<file path="config.mk">
export PLATFORM = sky130hd
export DESIGN_NAME = lx32_reg_generic
export DESIGN_NICKNAME = d
export VERILOG_FILES = /design/src/rtl/lx32_reg_generic.sv
export SDC_FILE = /design/constraint.sdc
export NUM_CORES = 1
export LEC_CHECK = 0
export BUFFER_PORTS_ARGS = -buffer_cell sky130_fd_sc_hd__clkbuf_2
export CELL_PAD_IN_SITES_DETAIL_PLACEMENT = 0
export CELL_PAD_IN_SITES_GLOBAL_PLACEMENT = 2
export CORE_ASPECT_RATIO = 0.75
export CORE_MARGIN = 1.5
export CORE_UTILIZATION = 35
export CTS_CLUSTER_DIAMETER = 100
export CTS_CLUSTER_SIZE = 30
export DETAILED_ROUTE_END_ITERATION = 16
export GPL_TIMING_DRIVEN = 0
export PLACE_DENSITY_LB_ADDON = 0.1
export SLEW_MARGIN = 20
export SYNTH_ARGS = -nofsm -noshare
export SYNTH_HDL_FRONTEND = slang
export SYNTH_SLANG_ARGS = --single-unit
export TNS_END_PERCENT = 30
</file>
<file path="constraint.sdc">
create_clock -name clk -period 5.4 [get_ports clk]
set_clock_uncertainty 0.05 [all_clocks]
set_input_delay 0.54 -clock clk [delete_from_list [all_inputs] [get_ports clk]]
set_output_delay 0.54 -clock clk [all_outputs]
set_load 0.1 [all_outputs]
</file>
<file path="src/rtl/lx32_reg_generic.sv">
// lx32_reg_generic: enable-gated storage register with asynchronous reset.
// Holds the current value and the value before the most recent accepted write.
// Also gives a one-cycle "changed" pulse.
// Optional feature macro: REG_GENERIC_PARITY_EN adds a stored even-parity flop
// and a registered parity_err output.
module lx32_reg_generic #(
    parameter int               WIDTH       = 32,
    parameter logic [WIDTH-1:0] RESET_VALUE = '0,
    parameter logic [WIDTH-1:0] WRITE_MASK  = '1
) (
    input  logic             clk,
    input  logic             rst,
    input  logic             en,
    input  logic [WIDTH-1:0] data_in,
    output logic [WIDTH-1:0] data_out,
    output logic [WIDTH-1:0] data_prev,
`ifdef REG_GENERIC_PARITY_EN
    output logic             changed,
    output logic             parity_err
`else
    output logic             changed
`endif
);

    // Masked bits always read back their reset value, whatever is written.
    logic [WIDTH-1:0] next_val;
    assign next_val = (data_in & WRITE_MASK) | (RESET_VALUE & ~WRITE_MASK);

    // Main storage: on an accepted write, capture the new value and shift the old one into data_prev.
    // An X on en fails the if-test and falls into the hold branch.
    always_ff @(posedge clk or posedge rst) begin
        if (rst) begin
            data_out  <= RESET_VALUE;
            data_prev <= RESET_VALUE;
        end else if (en) begin
            data_prev <= data_out;
            data_out  <= next_val;
        end
    end

    // The change pulse lasts one cycle and only follows an accepted write that altered the value.
    always_ff @(posedge clk or posedge rst) begin
        if (rst) begin
            changed <= 1'b0;
        end else if (en) begin
            changed <= (next_val != data_out);
        end else begin
            changed <= 1'b0;
        end
    end

`ifdef REG_GENERIC_PARITY_EN
    // Even parity of the stored word, kept in a separate flop so that corruption of either side can be seen.
    logic parity_q;

    // The parity flop tracks every accepted write.
    always_ff @(posedge clk or posedge rst) begin
        if (rst) begin
            parity_q <= ^RESET_VALUE;
        end else if (en) begin
            parity_q <= ^next_val;
        end
    end

    // The mismatch flag is registered so that no combinational path reaches the output.
    always_ff @(posedge clk or posedge rst) begin
        if (rst) begin
            parity_err <= 1'b0;
        end else begin
            parity_err <= (^data_out) ^ parity_q;
        end
    end
`endif

`ifndef SYNTHESIS
    // Unknown control or write data at a sampling edge points to an upstream bug.
    a_en_known: assert property (@(posedge clk) disable iff (rst) !$isunknown(en));
    a_data_known: assert property (@(posedge clk) disable iff (rst) en |-> !$isunknown(data_in));
`endif

endmodule

</file>
==> impl_metrics.env, run 1 <==
export IMPL_yosysUniqueCellTypes=9
export IMPL_synthesis_area_um2=2770
export IMPL_syn_inst=180
export IMPL_avgSynthCellArea_um2=15.4
export IMPL_power_density_nw_per_um2=480
export IMPL_drv_slew=0
export IMPL_period_share_pct=34.3
export IMPL_final_cell_mix="98 x clkbuf_2, 65 x dfrtp_1, 64 x mux2_2"
export IMPL_die_y_um=80.1
export IMPL_p_comb_share_pct=37.7
export IMPL_first_pass_iters=4
export IMPL_cts_tree="built"
export IMPL_crit_path_start_kind="register"
export IMPL_yosysWarnings=0
export IMPL_grt_pass1_wl_mm=9.81
export IMPL_n_fill_cell=712
export IMPL_routedWlPerCell_um=15.5
export IMPL_core_area_um2=7500
export IMPL_place_detailed_hpwl_mm=4.67
export IMPL_timing_rr_end="changed"
export IMPL_numCtsBuffers=9
export IMPL_crit_family="buffers and inverters"
export IMPL_crit_path_start="data_out[17]"
export IMPL_drive_above_1_share_pct=63.4
export IMPL_cts_buffer_depth=2
export IMPL_rsz0062_at_grt="false"
export IMPL_setup_slack_ps=3550
export IMPL_worstSetupEndpointType="primary output"
export IMPL_cts_root_buf="clkbuf_8"
export IMPL_dr_total_vias=1805
export IMPL_cell_internal_pwr_w=0.000980
export IMPL_clock_latency_ps=340
export IMPL_io_pins=100
export IMPL_critPathKind="reg2out"
export IMPL_ys_ff_latch=65
export IMPL_gp_congestion=0.698
export IMPL_clk_pin_slew_worst_paths_ps=80
export IMPL_drt_initial_drc_count=33
export IMPL_setup_viol=0
export IMPL_synth_nets=215
export IMPL_h_tree_depth=3
export IMPL_antenna_found_initial=0
export IMPL_seqPwrFrac_pct=33.8
export IMPL_worstRegToRegCells=4
export IMPL_die_w_um=106
export IMPL_max_freq_ghz=0.541
export IMPL_drcViolationCount=0
export IMPL_status="completed"
export IMPL_max_cap_violations=0
export IMPL_initial_core_util_pct=37.0
export IMPL_antenna_left=0
export IMPL_path_cells="clkbuf_2"
export IMPL_ir_worst_vdd_v=0.000199
export IMPL_slew_headroom_pct=62.2
export IMPL_crit_path_max_incr_delay_ps=500
export IMPL_r2r_slack_ps=3890
export IMPL_grt_max_degree=39
export IMPL_cts_sinks=65
export IMPL_rows=27
export IMPL_fin_crit_ps=1850
export IMPL_layout_nets=325
export IMPL_grt_overflow_total=0
export IMPL_rr_startpoint="data_out[12]"
export IMPL_critPathSlowestCell="clkbuf_2"
export IMPL_hp_class="in2async"
export IMPL_grt_pass1_vias=1895
export IMPL_crit_fanout=4
export IMPL_ys_seq_area_share_pct=58.6
export IMPL_arrival_ps=1260
export IMPL_n_antenna_cell=0
export IMPL_dp_slack_ps=3700
export IMPL_p_switching_w=0.000776
export IMPL_worstMarginPinSlew_ps=570
export IMPL_finalHoldViolations=0
export IMPL_switching_share_pct=44.2
export IMPL_dieArea_um2=8470
export IMPL_port_buffers=98
export IMPL_vias_per_cell=4.56
export IMPL_clockPowerShare_pct=28.5
export IMPL_final_common_cell="clkbuf_2"
export IMPL_cp_num_buf_inv=1
export IMPL_cts_resized=0
export IMPL_syn_to_final_growth_pct=31.8
export IMPL_tns_ps=0
export IMPL_wl_mm=6.12
export IMPL_post_cts_setup_buffers=0
export IMPL_groute_usage_overall_pct=15.7
export IMPL_cp_required_ps=4810
export IMPL_leakage_nw=1.66
export IMPL_ctsHoldBuffers=0
cells by family (layout without fill, tap and decap cells):
group                     count (synthesis)  after routing  share of synthesized area (%)
DFF                                      65             65                           58.6
muxes                                    64             64                           26.0
xor gates and xnor gates                 32             32                           10.1
and+or+nand+nor                          10             10                           2.26
AOI/OAI and AO/OA                         1              1                          0.271
buffers and inverters                     8            123                           2.75
cell usage after synthesis:
| master | number | area [µm²] |
|---|---|---|
| dfrtp_1 | 65 | 1630 |
| mux2_2 | 64 | 721 |
| xnor2_1 | 32 | 280 |
| nand4_1 | 8 | 50.1 |
| buf_6 | 6 | 67.6 |
| nor4_1 | 2 | 12.5 |
| a21boi_1 | 1 | 7.51 |
| buf_2 | 1 | 5.00 |
| inv_1 | 1 | 3.75 |
metal layers:
metal  part of all wire (%)  wire length, µm  up-vias  track usage, %
met1                     46             2840      890            20.3
li1                       -                -      854               -
met3                    6.7              410        2            6.90
met5                      0                0        -               0
met4                   0.29               18        0            3.65
met2                     47             2850       59            24.2
power groups by stage:
| stage | registers (W) | clock network, W | logic, W |
|---|---|---|---|
| 2_1_floorplan | 0.00104 | 0 | 0.000112 |
| 3_3_place_gp | 0.000600 | 0 | 0.000664 |
| 3_5_place_dp | 0.000604 | 0 | 0.000668 |
| 4_1_cts | 0.000595 | 0.000514 | 0.000668 |
| 5_1_grt | 0.000604 | 0.000541 | 0.000684 |
| 6_report | 0.000594 | 0.000500 | 0.000663 |
worst max-delay path by stage:
stage / end / cells past startpoint / slack (ps)
2_1_floorplan: changed / 1 / 3180
3_3_place_gp: data_prev[30] / 2 / 2280
3_5_place_dp: changed / 5 / 3700
4_1_cts: data_out[17] / 1 / 3530
5_1_grt: data_out[17] / 1 / 3480
6_report: data_out[17] / 1 / 3550
registers in the layout, indices dropped and copies added (netlist names):
register	flops
changed	1
data_out	32
data_prev	32
layout make-up:
class                           count  area (µm²)  area share [%]
Sequential cell                    65        1630            44.5
Multi-Input combinational cell    107        1070            29.3
Buffer                              7        72.6            1.98
Timing Repair Buffer               99         510            14.0
Clock inverter                      7         119            3.25
Inverter                            1        6.26           0.171
Clock buffer                        9         124            3.39
Tap cell                          101         126            3.46
metrics by stage:
stage | util, % | area (µm²) | cells | power [W] | hold WS [ps]
4_1_cts | 48.7 | 3660 | 396 | 0.00178 | 113
6_report | 48.7 | 3660 | 396 | 0.00176 | 117
2_1_floorplan | - | 2770 | 180 | 0.00115 | 642
3_5_place_dp | 45.5 | 3410 | 380 | 0.00127 | 446
3_3_place_gp | 45.2 | 3390 | 379 | 0.00126 | 439
5_1_grt | 48.7 | 3660 | 396 | 0.00183 | 116
(Power assumes the default switching activity.)
==> inputs of run 2 (changes only) <==
--- a/config.mk
+++ b/config.mk
@@ -5,12 +5,13 @@
 export SDC_FILE = /design/constraint.sdc
 export NUM_CORES = 1
 export LEC_CHECK = 0
+export ABC_AREA = 1
 export BUFFER_PORTS_ARGS = -buffer_cell sky130_fd_sc_hd__clkbuf_2
 export CELL_PAD_IN_SITES_DETAIL_PLACEMENT = 0
 export CELL_PAD_IN_SITES_GLOBAL_PLACEMENT = 2
 export CORE_ASPECT_RATIO = 0.75
 export CORE_MARGIN = 1.5
-export CORE_UTILIZATION = 35
+export CORE_UTILIZATION = 27
 export CTS_CLUSTER_DIAMETER = 100
 export CTS_CLUSTER_SIZE = 30
 export DETAILED_ROUTE_END_ITERATION = 16
==> constraint.sdc (replaced) <==
create_clock -name clk -period 1.87 [get_ports clk]
set_clock_uncertainty 0.05 [all_clocks]
set_input_delay 0.187 -clock clk [delete_from_list [all_inputs] [get_ports clk]]
set_output_delay 0.187 -clock clk [all_outputs]
set_load 0.1 [all_outputs]
==> impl_metrics.env, run 2 <==
export IMPL_status="completed"
export IMPL_h_tree_depth=3
export IMPL_antenna_found_initial=0
export IMPL_leakage_nw=2.27
export IMPL_cts_root_buf="clkbuf_16"
export IMPL_fin_crit_ps=1450
export IMPL_cts_buffer_depth=2
export IMPL_cts_resized=0
export IMPL_critPathSlowestCell="clkbuf_2"
export IMPL_syn_inst=394
export IMPL_ir_worst_vdd_v=0.000458
export IMPL_crit_family="buffers and inverters"
export IMPL_gp_congestion=0.738
export IMPL_groute_usage_overall_pct=15.2
export IMPL_yosysMostFrequentCell="nand2_1"
export IMPL_final_common_cell="nand2_1"
export IMPL_ys_seq_area_share_pct=54.8
export IMPL_antenna_left=0
export IMPL_routedWlPerCell_um=12.8
export IMPL_synth_area_leaders="dfrtp_1 55%, nand2_1 21%, o21ai_0 10%"
export IMPL_ys_ff_latch=65
export IMPL_power_density_nw_per_um2=1250
export IMPL_wl_mm=8.27
export IMPL_cts_tree="built"
export IMPL_synthesis_area_um2=2970
export IMPL_synth_enable_flop_cells=0
export IMPL_numCtsBuffers=9
export IMPL_initial_core_util_pct=28.3
export IMPL_crit_path_start_kind="register"
export IMPL_layout_nets=541
export IMPL_yosys_top_cells_count="169 x nand2_1, 65 x dfrtp_1, 61 x inv_1, 60 x o21ai_0, 22 x nor2_1"
export IMPL_max_freq_ghz=0.690
export IMPL_yosysUniqueCellTypes=9
export IMPL_path_cells="clkbuf_2"
export IMPL_cp_num_buf_inv=1
export IMPL_finalHoldViolations=0
export IMPL_reg_top3="data_out: 32 flops, data_prev: 32 flops, changed: 1 flops"
export IMPL_n_antenna_cell=0
export IMPL_period_share_pct=77.5
export IMPL_grt_max_degree=47
export IMPL_post_cts_setup_buffers=0
export IMPL_worstMarginPinSlew_ps=571
export IMPL_drv_slew=0
export IMPL_arrival_ps=1210
export IMPL_ys_flop_type="dfrtp_1"
export IMPL_worstSetupEndpointType="primary output"
export IMPL_vias_per_cell=4.13
export IMPL_cp_required_ps=1630
export IMPL_port_buffers=99
export IMPL_clk_pin_slew_worst_paths_ps=50
export IMPL_cts_sinks=65
export IMPL_place_area_um2=3660
export IMPL_first_pass_iters=5
export IMPL_avgSynthCellArea_um2=7.53
export IMPL_io_pins=100
export IMPL_ctsHoldBuffers=1
export IMPL_max_cap_violations=0
export IMPL_slew_headroom_pct=62.1
export IMPL_synth_top_area_share_pct=54.8
export IMPL_drt_initial_drc_count=103
export IMPL_rsz0062_at_grt="false"
export IMPL_die_w_um=124
export IMPL_grt_overflow_total=0
export IMPL_grt_pass1_vias=2577
export IMPL_async_flop_share_pct=100
export IMPL_die_y_um=93.8
export IMPL_crit_path_max_incr_delay_ps=480
export IMPL_hp_class="in2reg"
export IMPL_place_detailed_hpwl_mm=5.93
export IMPL_grt_pass1_wl_mm=13.1
export IMPL_critPathKind="reg2out"
export IMPL_core_area_um2=10500
export IMPL_synth_nets=429
export IMPL_yosysTopAreaCell="dfrtp_1"
export IMPL_rows=32
export IMPL_final_core_util_pct=37.8
export IMPL_crit_fanout=4
export IMPL_yosysWarnings=0
export IMPL_r2r_slack_ps=570
export IMPL_syn_to_final_growth_pct=33.8
export IMPL_dr_total_vias=2674
export IMPL_setup_viol=0
export IMPL_dieArea_um2=11600
export IMPL_drcViolationCount=0
export IMPL_drive_above_1_share_pct=24.9
export IMPL_clock_latency_ps=330
export IMPL_final_cell_mix="169 x nand2_1, 99 x clkbuf_2, 65 x dfrtp_1"
export IMPL_final_area_um2=3970
## run 2: cells by family (layout without fill, tap and decap cells)
kind of cell	count (synthesis)	count (layout)	share of synthesized area, %
XOR/XNOR	3	3	0.886
AO/OA/AOI/OAI	60	60	10.1
AND/OR/NAND/NOR	191	191	24.2
flip-flops	65	65	54.8
buffers and inverters	75	192	10.0
## run 2: metal layers
metal	vias up	global-route usage, %	share of wire, %	wire (µm)
met5	-	0	0	0
met1	1191	19.7	49	4040
li1	1404	-	-	-
met4	0	5.40	1.5	122
met2	70	23.1	42	3490
met3	9	5.95	7.5	619
## run 2: final timing paths
kind,startpoint,endpoint,cells past startpoint
min in group asynchronous,rst,data_prev[4],3
max in group asynchronous,rst,changed,4
hold / removal,data_in[3],data_out[3],3
setup reg to reg,data_out[15],changed,9
hold reg to reg,data_prev[2],data_prev[2],2
setup / recovery,data_out[2],data_out[2],1
## run 2: layout make-up
cell class,instances,area (µm²)
Sequential cell,65,1630
Buffer,14,67.6
Fill cell,1137,6520
Clock inverter,6,57.6
Clock buffer,10,239
Tap cell,136,170
Multi-Input combinational cell,254,1040
Timing Repair Buffer,101,533
Inverter,61,231
## run 2: per-stage QoR
step / setup TNS (ps) / power [W] / setup WS [ps] / cells / hold WS [ps]
4_1_cts: 0 / 0.00501 / 406 / 647 / 34.4
2_1_floorplan: 0 / 0.00298 / 6.55 / 394 / 254
5_1_grt: 0 / 0.00517 / 364 / 647 / 43.3
3_5_place_dp: 0 / 0.00331 / 523 / 630 / 102
3_3_place_gp: -67800 / 0.00329 / -1050 / 629 / 377
6_report: 0 / 0.00494 / 421 / 647 / 41.8
## run 2: power breakdown
part	leakage, nW	internal (W)	switching (W)	total (W)
logic	1.32	0.000236	0.00139	0.00162
registers	0.798	0.00155	0.0000945	0.00164
clock network	0.148	0.00106	0.000618	0.00168
total	2.27	0.00284	0.00210	0.00494
